`src/rtl/alu_arbiter_if.sv`:
```
// Request/response handshake bundle between the two ALU requesters and alu_arbiter.
// master = requester side, slave = arbiter side.
interface alu_arbiter_if #(
  parameter int DATA_WIDTH = 32
);
  logic                  req0_valid;
  logic                  req0_ready;
  logic [DATA_WIDTH-1:0] req0_op1;
  logic [DATA_WIDTH-1:0] req0_op2;
  logic [2:0]            req0_ctrl;

  logic                  req1_valid;
  logic                  req1_ready;
  logic [DATA_WIDTH-1:0] req1_op1;
  logic [DATA_WIDTH-1:0] req1_op2;
  logic [2:0]            req1_ctrl;

  logic                  resp0_valid;
  logic                  resp0_ready;
  logic                  resp1_valid;
  logic                  resp1_ready;
  logic [DATA_WIDTH-1:0] resp_out;
  logic                  resp_eq;

  modport master (
    output req0_valid, req0_op1, req0_op2, req0_ctrl,
    output req1_valid, req1_op1, req1_op2, req1_ctrl,
    input  req0_ready, req1_ready,
    input  resp0_valid, resp1_valid, resp_out, resp_eq,
    output resp0_ready, resp1_ready
  );

  modport slave (
    input  req0_valid, req0_op1, req0_op2, req0_ctrl,
    input  req1_valid, req1_op1, req1_op2, req1_ctrl,
    output req0_ready, req1_ready,
    output resp0_valid, resp1_valid, resp_out, resp_eq,
    input  resp0_ready, resp1_ready
  );
endinterface

```
`src/rtl/alu_arbiter.sv`:
```
// Two-requester front end for the shared ALU: accept one op, execute, return result.
// Define ALU_ARB_FIXED_PRIO_EN for fixed priority (requester 0 wins); default is round-robin.
//
// state | meaning
// IDLE  | waiting for a request; ready asserted combinationally to the winner
// EXEC  | ALU driven from latched operands; result captured on the edge
// RESP  | result held on resp_out/resp_eq until the winner's resp_ready
module alu_arbiter #(
  parameter int DATA_WIDTH = 32
) (
  input  logic                  clk,
  input  logic                  rst,
  alu_arbiter_if.slave          bus,
  output logic [DATA_WIDTH-1:0] alu_op1,
  output logic [DATA_WIDTH-1:0] alu_op2,
  output logic [2:0]            alu_ctrl,
  input  logic [DATA_WIDTH-1:0] alu_out,
  input  logic                  alu_eq
);

  typedef enum logic [1:0] {
    IDLE = 2'd0,
    EXEC = 2'd1,
    RESP = 2'd2
  } state_t;

  state_t                state;
  logic                  winner;
  logic                  last_grant;
  logic [DATA_WIDTH-1:0] op1_q;
  logic [DATA_WIDTH-1:0] op2_q;
  logic [2:0]            ctrl_q;
  logic [DATA_WIDTH-1:0] result_q;
  logic                  eq_q;
  logic                  resp0_valid_q;
  logic                  resp1_valid_q;
  logic                  grant0;
  logic                  grant1;
  logic                  winner_ready;

  always_comb begin
    grant0 = 1'b0;
    grant1 = 1'b0;
    if (!rst && state == IDLE) begin
`ifdef ALU_ARB_FIXED_PRIO_EN
      grant0 = bus.req0_valid;
`else
      // On a tie, the requester that was not granted last time wins.
      grant0 = bus.req0_valid && (!bus.req1_valid || last_grant);
`endif
      grant1 = bus.req1_valid && !grant0;
    end
  end

  assign winner_ready = winner ? bus.resp1_ready : bus.resp0_ready;

  always_ff @(posedge clk) begin
    if (rst) begin
      state         <= IDLE;
      winner        <= 1'b0;
      last_grant    <= 1'b1;
      op1_q         <= '0;
      op2_q         <= '0;
      ctrl_q        <= '0;
      result_q      <= '0;
      eq_q          <= 1'b0;
      resp0_valid_q <= 1'b0;
      resp1_valid_q <= 1'b0;
    end else begin
      case (state)
        IDLE: begin
          if (grant0 || grant1) begin
            winner     <= grant1;
            last_grant <= grant1;
            op1_q      <= grant1 ? bus.req1_op1  : bus.req0_op1;
            op2_q      <= grant1 ? bus.req1_op2  : bus.req0_op2;
            ctrl_q     <= grant1 ? bus.req1_ctrl : bus.req0_ctrl;
            state      <= EXEC;
          end
        end
        EXEC: begin
          result_q      <= alu_out;
          eq_q          <= alu_eq;
          resp0_valid_q <= !winner;
          resp1_valid_q <= winner;
          state         <= RESP;
        end
        RESP: begin
          if (winner_ready) begin
            resp0_valid_q <= 1'b0;
            resp1_valid_q <= 1'b0;
            state         <= IDLE;
          end
        end
        default: begin
          resp0_valid_q <= 1'b0;
          resp1_valid_q <= 1'b0;
          state         <= IDLE;
        end
      endcase
    end
  end

  assign bus.req0_ready  = grant0;
  assign bus.req1_ready  = grant1;
  assign bus.resp0_valid = resp0_valid_q;
  assign bus.resp1_valid = resp1_valid_q;
  assign bus.resp_out    = result_q;
  assign bus.resp_eq     = eq_q;

  assign alu_op1  = op1_q;
  assign alu_op2  = op2_q;
  assign alu_ctrl = ctrl_q;

endmodule

```
`src/flat_wrapper.sv`:
```
// flat-port wrapper written by rule: the top's interface ports become plain ports
module alu_arbiter_flat 
#(
  parameter int DATA_WIDTH = 32
)
  (clk, rst, alu_op1, alu_op2, alu_ctrl, alu_out, alu_eq, bus_req0_valid, bus_req0_op1, bus_req0_op2, bus_req0_ctrl, bus_req1_valid, bus_req1_op1, bus_req1_op2, bus_req1_ctrl, bus_req0_ready, bus_req1_ready, bus_resp0_valid, bus_resp1_valid, bus_resp_out, bus_resp_eq, bus_resp0_ready, bus_resp1_ready);
  alu_arbiter_if #(.DATA_WIDTH(DATA_WIDTH)) bus_i ();
  input  logic clk;
  input  logic rst;
  output logic [DATA_WIDTH-1:0] alu_op1;
  output logic [DATA_WIDTH-1:0] alu_op2;
  output logic [2:0] alu_ctrl;
  input  logic [DATA_WIDTH-1:0] alu_out;
  input  logic alu_eq;
  input wire logic [$bits(bus_i.req0_valid)-1:0] bus_req0_valid;
  input wire logic [$bits(bus_i.req0_op1)-1:0] bus_req0_op1;
  input wire logic [$bits(bus_i.req0_op2)-1:0] bus_req0_op2;
  input wire logic [$bits(bus_i.req0_ctrl)-1:0] bus_req0_ctrl;
  input wire logic [$bits(bus_i.req1_valid)-1:0] bus_req1_valid;
  input wire logic [$bits(bus_i.req1_op1)-1:0] bus_req1_op1;
  input wire logic [$bits(bus_i.req1_op2)-1:0] bus_req1_op2;
  input wire logic [$bits(bus_i.req1_ctrl)-1:0] bus_req1_ctrl;
  output wire logic [$bits(bus_i.req0_ready)-1:0] bus_req0_ready;
  output wire logic [$bits(bus_i.req1_ready)-1:0] bus_req1_ready;
  output wire logic [$bits(bus_i.resp0_valid)-1:0] bus_resp0_valid;
  output wire logic [$bits(bus_i.resp1_valid)-1:0] bus_resp1_valid;
  output wire logic [$bits(bus_i.resp_out)-1:0] bus_resp_out;
  output wire logic [$bits(bus_i.resp_eq)-1:0] bus_resp_eq;
  input wire logic [$bits(bus_i.resp0_ready)-1:0] bus_resp0_ready;
  input wire logic [$bits(bus_i.resp1_ready)-1:0] bus_resp1_ready;
  assign bus_i.req0_valid = bus_req0_valid;
  assign bus_i.req0_op1 = bus_req0_op1;
  assign bus_i.req0_op2 = bus_req0_op2;
  assign bus_i.req0_ctrl = bus_req0_ctrl;
  assign bus_i.req1_valid = bus_req1_valid;
  assign bus_i.req1_op1 = bus_req1_op1;
  assign bus_i.req1_op2 = bus_req1_op2;
  assign bus_i.req1_ctrl = bus_req1_ctrl;
  assign bus_req0_ready = bus_i.req0_ready;
  assign bus_req1_ready = bus_i.req1_ready;
  assign bus_resp0_valid = bus_i.resp0_valid;
  assign bus_resp1_valid = bus_i.resp1_valid;
  assign bus_resp_out = bus_i.resp_out;
  assign bus_resp_eq = bus_i.resp_eq;
  assign bus_i.resp0_ready = bus_resp0_ready;
  assign bus_i.resp1_ready = bus_resp1_ready;
  alu_arbiter #(.DATA_WIDTH(DATA_WIDTH)) u_core (.clk(clk), .rst(rst), .bus(bus_i), .alu_op1(alu_op1), .alu_op2(alu_op2), .alu_ctrl(alu_ctrl), .alu_out(alu_out), .alu_eq(alu_eq));
endmodule
```
`config.mk`:
```
export PLATFORM = sky130hd
export DESIGN_NAME = alu_arbiter_flat
export DESIGN_NICKNAME = d
export VERILOG_FILES = /design/src/rtl/alu_arbiter_if.sv /design/src/rtl/alu_arbiter.sv /design/src/flat_wrapper.sv
export SDC_FILE = /design/constraint.sdc
export NUM_CORES = 1
export LEC_CHECK = 0
export BUFFER_PORTS_ARGS = -buffer_cell sky130_fd_sc_hd__buf_2
export CORE_ASPECT_RATIO = 1.1
export CORE_UTILIZATION = 24
export CTS_BUF_LIST = sky130_fd_sc_hd__clkbuf_4
export DETAILED_ROUTE_END_ITERATION = 16
export GPL_TIMING_DRIVEN = 0
export PLACE_DENSITY = 0.6
export SETUP_SLACK_MARGIN = 0.05
export SKIP_CTS_REPAIR_TIMING = 1
export SLEW_MARGIN = 25
export SYNTH_ARGS = -nofsm -noshare
export SYNTH_HDL_FRONTEND = slang
export SYNTH_SLANG_ARGS = --single-unit
```
`constraint.sdc`:
```
create_clock -name clk -period 1.64 [get_ports clk]
set_input_delay 0 -clock clk [delete_from_list [all_inputs] [get_ports clk]]
set_output_delay 0 -clock clk [all_outputs]
set_load 0.03 [all_outputs]
```
# Word-level counts from Yosys, hierarchy flattened
# Index checks and enable logic that the tools add are counted.
[totals]
regBits = 106
in_bits = 173
out_inout_bits = 104
wordCells = 40
[op_classes]
eq_ne = 4
mux = 12
n_bitwise = 1
n_reduce_logical = 13
[ops]
columns = ["op", "n"]
rows = [
  ["$mux W32", 2],
  ["$pmux W1 S3", 2],
  ["$pmux W2 S3", 1],
  ["$reduce_and A2 Y1", 3],
  ["$logic_not A1 Y1", 4],
  ["$mux W1", 4],
  ["$mux W2", 2],
  ["$logic_and A1 B1 Y1", 3],
  ["$mux W3", 1],
  ["$eq A2 B1 Y1 const B", 1],
  ["$eq A2 B2 Y1 const B", 1],
  ["$logic_not A2 Y1", 1],
  ["$logic_or A1 B1 Y1", 2],
  ["$ne A2 B1 Y1 const B", 1],
  ["$ne A2 B2 Y1 const B", 1],
  ["$not A1 Y1", 1],
]

# Longest topological paths before layout
# Gate-level depths: netlist of run 1.
[depth]
ltp_word = 9
ltp_mapped = 7
depth_no_buf = 4

# Least setup slack after synthesis of run 1
# OpenSTA, ideal clock, no wires.
[synth_path]
path_type = "register to output"
from = "reg u_core.state[1]"
to = "out bus_req0_ready"
arrival_ns = 1.815
required_time_ns = 1.640
setup_slack_ns = -0.175
stages_incl_launch_ff = 6
path_buffers = 3
cell_sequence = "dfxtp_1 or3_1 buf_4 buf_6 buf_6 nor3_1"
[synth_via]
elab_chain_len = 3
[synth_lines]
columns = ["element", "line", "source"]
rows = [
  ["from (decl)", "alu_arbiter.sv:27", "state_t state;"],
  ["from (signal assigned)", "alu_arbiter.sv:59", "state <= IDLE;"],
  ["from (signal assigned)", "alu_arbiter.sv:78", "state <= EXEC;"],
  ["from (signal assigned)", "alu_arbiter.sv:86", "state <= RESP;"],
  ["$logic_not A2 Y1", "alu_arbiter.sv:44", "if (!rst && state == IDLE) begin"],
  ["$logic_and A1 B1 Y1", "alu_arbiter.sv:44", ""],
  ["$mux W1", "alu_arbiter.sv:44", ""],
  ["to (decl)", "flat_wrapper.sv:23", "output wire logic [$bits(bus_i.req0_ready)-1:0] bus_req0_ready;"],
]
# Every way passes these cells.

# Final worst setup path of run 1
[layout_path]
from = "reg u_core.state[0]"
to = "out bus_req0_ready"
# The elaborated chain is that of the path after synthesis.

==> flow_summary.ini, run 1 <==
[synthesis]
synth_cell_types = 33
ys_seq_elements = 106
synth_nets = 745
synth_top_area_frac = 0.446
syn_avg_cell_area_um2 = 8.31
seq_area_frac_synth = 0.446
ys_warn_count = 0
synth_largest_area_cell = dfxtp_1
synthCells = 572
netlist_area_um2 = 4760
synth_area_leaders = dfxtp_1 45%, a21oi_1 11%, a311oi_1 10%, nand3_1 7.3%, o21ai_0 6.2%

[grt]
grt_usage = 0.184
grt_start_max_net_pins = 21
grt_antenna_before_repair = 2
grt_first_pass_wirelength_um = 28600
grt_pass1_vias = 5317
overflow = 0

[timing]
slew_violations = 0
fmax_mhz = 526
setup_ws_ps = -259
relSlewSlack = 0.526
worstMarginPinSlew_ps = 710
worst_clock_skew_ps = 13.3
min_period_over_period = 1.16
finalHoldViolations = 0
setup-tns-final_ps = -8050
fin_crit_ps = 1900
finalSetupViolCount = 69
grt_setup_unrepaired = yes

[worst_setup_path]
cp_max_fo = 6
critPathRequiredTime_ps = 1640
path_class = reg2out
start_kind = flip-flop
arrival_ps = 1900
slowest_delay_ps = 390
cp_top_family = buffers and inverters
cp_slowest_cell = dfxtp_4
crit_buf_inv = 4
endpoint_kind = primary output
path_cells = or3_4 -> buf_6 -> buf_12 -> buf_12 -> nor3_4 -> buf_6

[layout]
drive_above_1_share = 0.428
fin_nets = 1240
fillers = 1816
area_growth_pct = 96.0

[drt]
dr.pass1.iters = 5
postRouteAntennaNets = 0
routed_wl_um = 22700
drt_iter0_drc = 330
vias = 6586
viasPerCell = 4.99
wl_per_cell_um = 17.2
drcViolationCount = 0

[placement]
dpl_worst_slack_ps = -427
place_congestion = 0.794
port_buffers = 275
hpwl_um = 14200

[cts]
root_buffer = clkbuf_4
cts_tree = yes
path_clk_slew_ps = 170
htreeDepth = 3
clk_latency_ps = 500
cts_made_buffers = 9
cts_sinks = 106
cts_buffer_depth = 2

[power]
power_uw = 7160
p_per_area_nw_per_um2 = 768
p_leak_uw = 0.00394
peakVddDrop_uv = 383

[outcome]
status = finished with violations
violations = setup timing

[die]
dieArea_um2 = 20400
pin_count = 277
die_width_um = 136
start_util = 0.247
core_area_um2 = 19200
die_h_um = 150
num_rows = 53

[run]
drv_cap = 0

[hold_path]
hold_path_class = in2reg
==> worst min-delay path, stage by stage <==
cell,delay [ps]
buf_2,130
inv_1,180
o31ai_1,90
a21oi_1,120
==> synth_stat cells <==
library cell    n
a211o_1         1
o21ai_0        59
a32oi_1         1
clkbuf_1       30
o31ai_1         1
clkbuf_2        6
a21bo_2         1
and2b_1         1
nor2_4          1
nor3_1          1
mux2_2          1
a311oi_2       10
a311oi_1       57
o21ai_1         8
nor2b_1         1
or3_1           1
buf_2          21
nor3_4          1
mux2i_1         1
inv_2           1
nor2_1          1
nand2_1        67
buf_6           6
nand3_1        69
dfxtp_1       106
a21oi_1       103
buf_1           1
nand2b_1        2
a21boi_2        1
inv_1           3
or2_0           1
o211ai_1        1
buf_4           7
==> worst paths after layout <==
path                            slack, ps                      to                   start  depth (start not counted)
worst max-delay path                 -260          bus_req0_ready         u_core.state[0]                          6
worst min-delay path                   70           u_core.winner          bus_req0_valid                          4
worst max register to register       -240      u_core.alu_op2[26]         u_core.state[1]                          9
worst min register to register        470  u_core.bus.resp_out[2]  u_core.bus.resp_out[2]                          2
==> cell type report <==
cell class,instances,area [um^2],share of cell area
Inverter,4,17.5,0.00188
Clock buffer,9,67.6,0.00725
Tap cell,247,309,0.0331
Timing Repair Buffer,485,3630,0.390
Clock inverter,7,68.8,0.00738
Buffer,70,522,0.0560
Sequential cell,106,2130,0.228
Multi-Input combinational cell,391,2570,0.276
Antenna cell,2,5.00,0.000537
==> kinds of logic (layout without fill, tap and decap cells) <==
group,Yosys count,count (layout),share of synthesized area
AOI/OAI and AO/OA,243,243,0.327
buffers and inverters,75,575,0.0813
muxes,2,2,0.00447
and+or+nand+nor,146,146,0.141
other,0,2,0
DFF,106,106,0.446
==> per-stage QoR <==
step	hold slack [ps]	cells	util	cell area, um^2
after floorplan	136	572	-	4760
final	65.1	1321	0.485	9320
after CTS	-352	1110	0.342	6580
after detailed placement	247	1094	0.335	6450
after global placement	243	1094	0.335	6450
after global routing	36.7	1321	0.485	9320
==> placed cells by master, fill, tap and decap left out, drive strengths merged, types with 2 or more instances in the layout <==
cell	instances
a21oi	103
a311oi	67
buf	341
clkbuf	54
clkinv	3
dfxtp	106
diode	2
dlygate4sd3	169
inv	8
nand2	67
nand2b	2
nand3	69
nor2	2
nor3	2
o21ai	67
==> power by group <==
group          internal (uW)  switching, uW
registers               2810            153
clock network            358           1040
logic                   1280           1530
==> routing by layer <==
layer  GRT usage  share of wire  vias to the layer above
met2       0.308           0.50                      323
met4      0.0689          0.032                        0
met3      0.0444          0.064                       61
li1            -              -                     3127
met5           0              0                        -
met1       0.225           0.40                     3075
==> flip-flops by register name (all words and copies together) (netlist names) <==
name                    flops
u_core.state                2
u_core.alu_op2             32
u_core.alu_ctrl             3
u_core.bus.resp1_valid      1
u_core.winner               1
u_core.last_grant           1
u_core.alu_op1             32
u_core.bus.resp_eq          1
u_core.bus.resp0_valid      1
u_core.bus.resp_out        32
No activity file was read; power rests on OpenSTA's default activity.
==> inputs of run 2 (changes only) <==
- clock period: 1.64 -> 2.3 ns (I/O delays scaled with it)
==> run 2 against run 1 <==
- the flow now finishes without violations
- core utilization decreased by 5.2 points
- non-clock buffer count decreased by 39
- register-to-register slack improved by 500 ps
- sequential power decreased by 29%
- largest cell class unchanged
- largest power group unchanged
==> flow_summary.ini, run 2 (synthesis results as in run 1) <==
[outcome]
status = completed

[grt]
overflow = 0
grt_use_met1 = 0.218
grt.met2_usage = 0.305
grt_start_max_net_pins = 19
grt_usage = 0.182
gr-max-usage-layer = met2
grt_antenna_before_repair = 1
grt_pass1_vias = 5248
gr-usage-met3 = 0.0484
grt_first_pass_wirelength_um = 28100

[timing]
finalSetupViolCount = 0
min_period_over_period = 0.919
finalHoldViolations = 0
holdWs_ps = 2.41
fin_crit_ps = 2110
relSlewSlack = 0.565
fmax_mhz = 473
slew_violations = 0
worstMarginPinSlew_ps = 653
setup-tns-final_ps = 0
grt_setup_unrepaired = no
worst_clock_skew_ps = 17.7

[cts]
root_buffer = clkbuf_4
cts_tree = yes
cts_sinks = 106
path_clk_slew_ps = 170
htreeDepth = 3
cts_buffer_depth = 2
cts_made_buffers = 9
clk_latency_ps = 500

[worst_setup_path]
start_kind = flip-flop
arrival_ps = 2110
path_class = reg2out
reg2reg_to = u_core.alu_op2[3]
critPathRequiredTime_ps = 2300
cp_max_fo = 10
regToRegSetupSlack_ps = 260
timing.rr.start = u_core.state[1]
endpoint_kind = primary output
reg2reg_depth = 6

[run]
drv_cap = 0

[die]
num_rows = 53
core_area_um2 = 19200
dieArea_um2 = 20400
die_h_um = 150
pin_count = 277
start_util = 0.247
die_width_um = 136

[power]
power_uw = 4900
p_leak_uw = 0.00353
peakVddDrop_uv = 283
p_per_area_nw_per_um2 = 588

[layout]
area_growth_pct = 75.2
post-route-util = 0.433
layout_commonest_cell = buf_2
drive_above_1_share = 0.338
fin_nets = 1201
postLayoutCellArea_um2 = 8330
final_cell_mix = 295 x buf_2, 170 x dlygate4sd3_1, 104 x dfxtp_1

[drt]
wl_per_cell_um = 17.1
dr.pass1.iters = 5
viasPerCell = 4.95
postRouteAntennaNets = 0
vias = 6342
drcViolationCount = 0
drt_iter0_drc = 331
routed_wl_um = 21900

[hold_path]
worst_hold_path.endpoint = u_core.winner
holdPathStages = 4
min_from = bus_req0_valid
hold_path_class = in2reg

[placement]
hpwl_um = 14200
port_buffers = 275
place_area_um2 = 6440
place_congestion = 0.750
## run 2: cell count changes in the layout (fill, tap and decap cells not counted), sizes merged
cell         before  now
buf             341  310
clkbuf           54   45
bufinv            0    2
clkinv            3    1
clkinvlp          0    2
inv               8    6
diode             2    1
dlygate4sd3     169  170
## run 2: worst max path at each step
stage | startpoint | to | slack [ps]
final | u_core.state[1] | bus_req0_ready | 190
after global routing | u_core.state[1] | bus_req0_ready | 50
after CTS | u_core.state[1] | bus_req0_ready | 10
after detailed placement | u_core.state[1] | u_core.alu_op2[4] | 190
after global placement | u_core.state[1] | u_core.alu_op2[4] | 180
after floorplan | u_core.state[1] | bus_req0_ready | 480
## run 2: metal layers
metal | part of all wire | wire (um)
met1 | 0.40 | 8860
met3 | 0.073 | 1590
met4 | 0.032 | 701
met2 | 0.49 | 10800
met5 | 0 | 0
## run 2: layout make-up
class,count,area [um^2]
well taps,247,309
multi-input cells,391,2250
repair buffers,445,3080
clock buffers,9,67.6
plain buffers,71,375
clock inverters,7,101
diodes,1,2.50
flip-flops and latches,106,2130
fillers,1908,10900
inverters,4,15.0
## run 2: worst max-delay path, stage by stage (launching register included)
cell,delay [ps]
dfxtp_4,410
or3_1,390
buf_6,170
buf_6,150
buf_6,160
nor3_2,160
buf_4,190
## run 2: where the power goes
| part | internal [uW] | switching [uW] |
|---|---|---|
| combinational | 657 | 976 |
| sequential | 2000 | 93.7 |
| clock | 452 | 717 |
| total | 3110 | 1790 |
## run 2: metrics by stage
step | setup slack, ps | instances
CTS | 14.0 | 1110
global route | 49.1 | 1281
global placement | 180 | 1094
floorplan | 485 | 572
finish | 185 | 1281
detailed placement | 186 | 1094
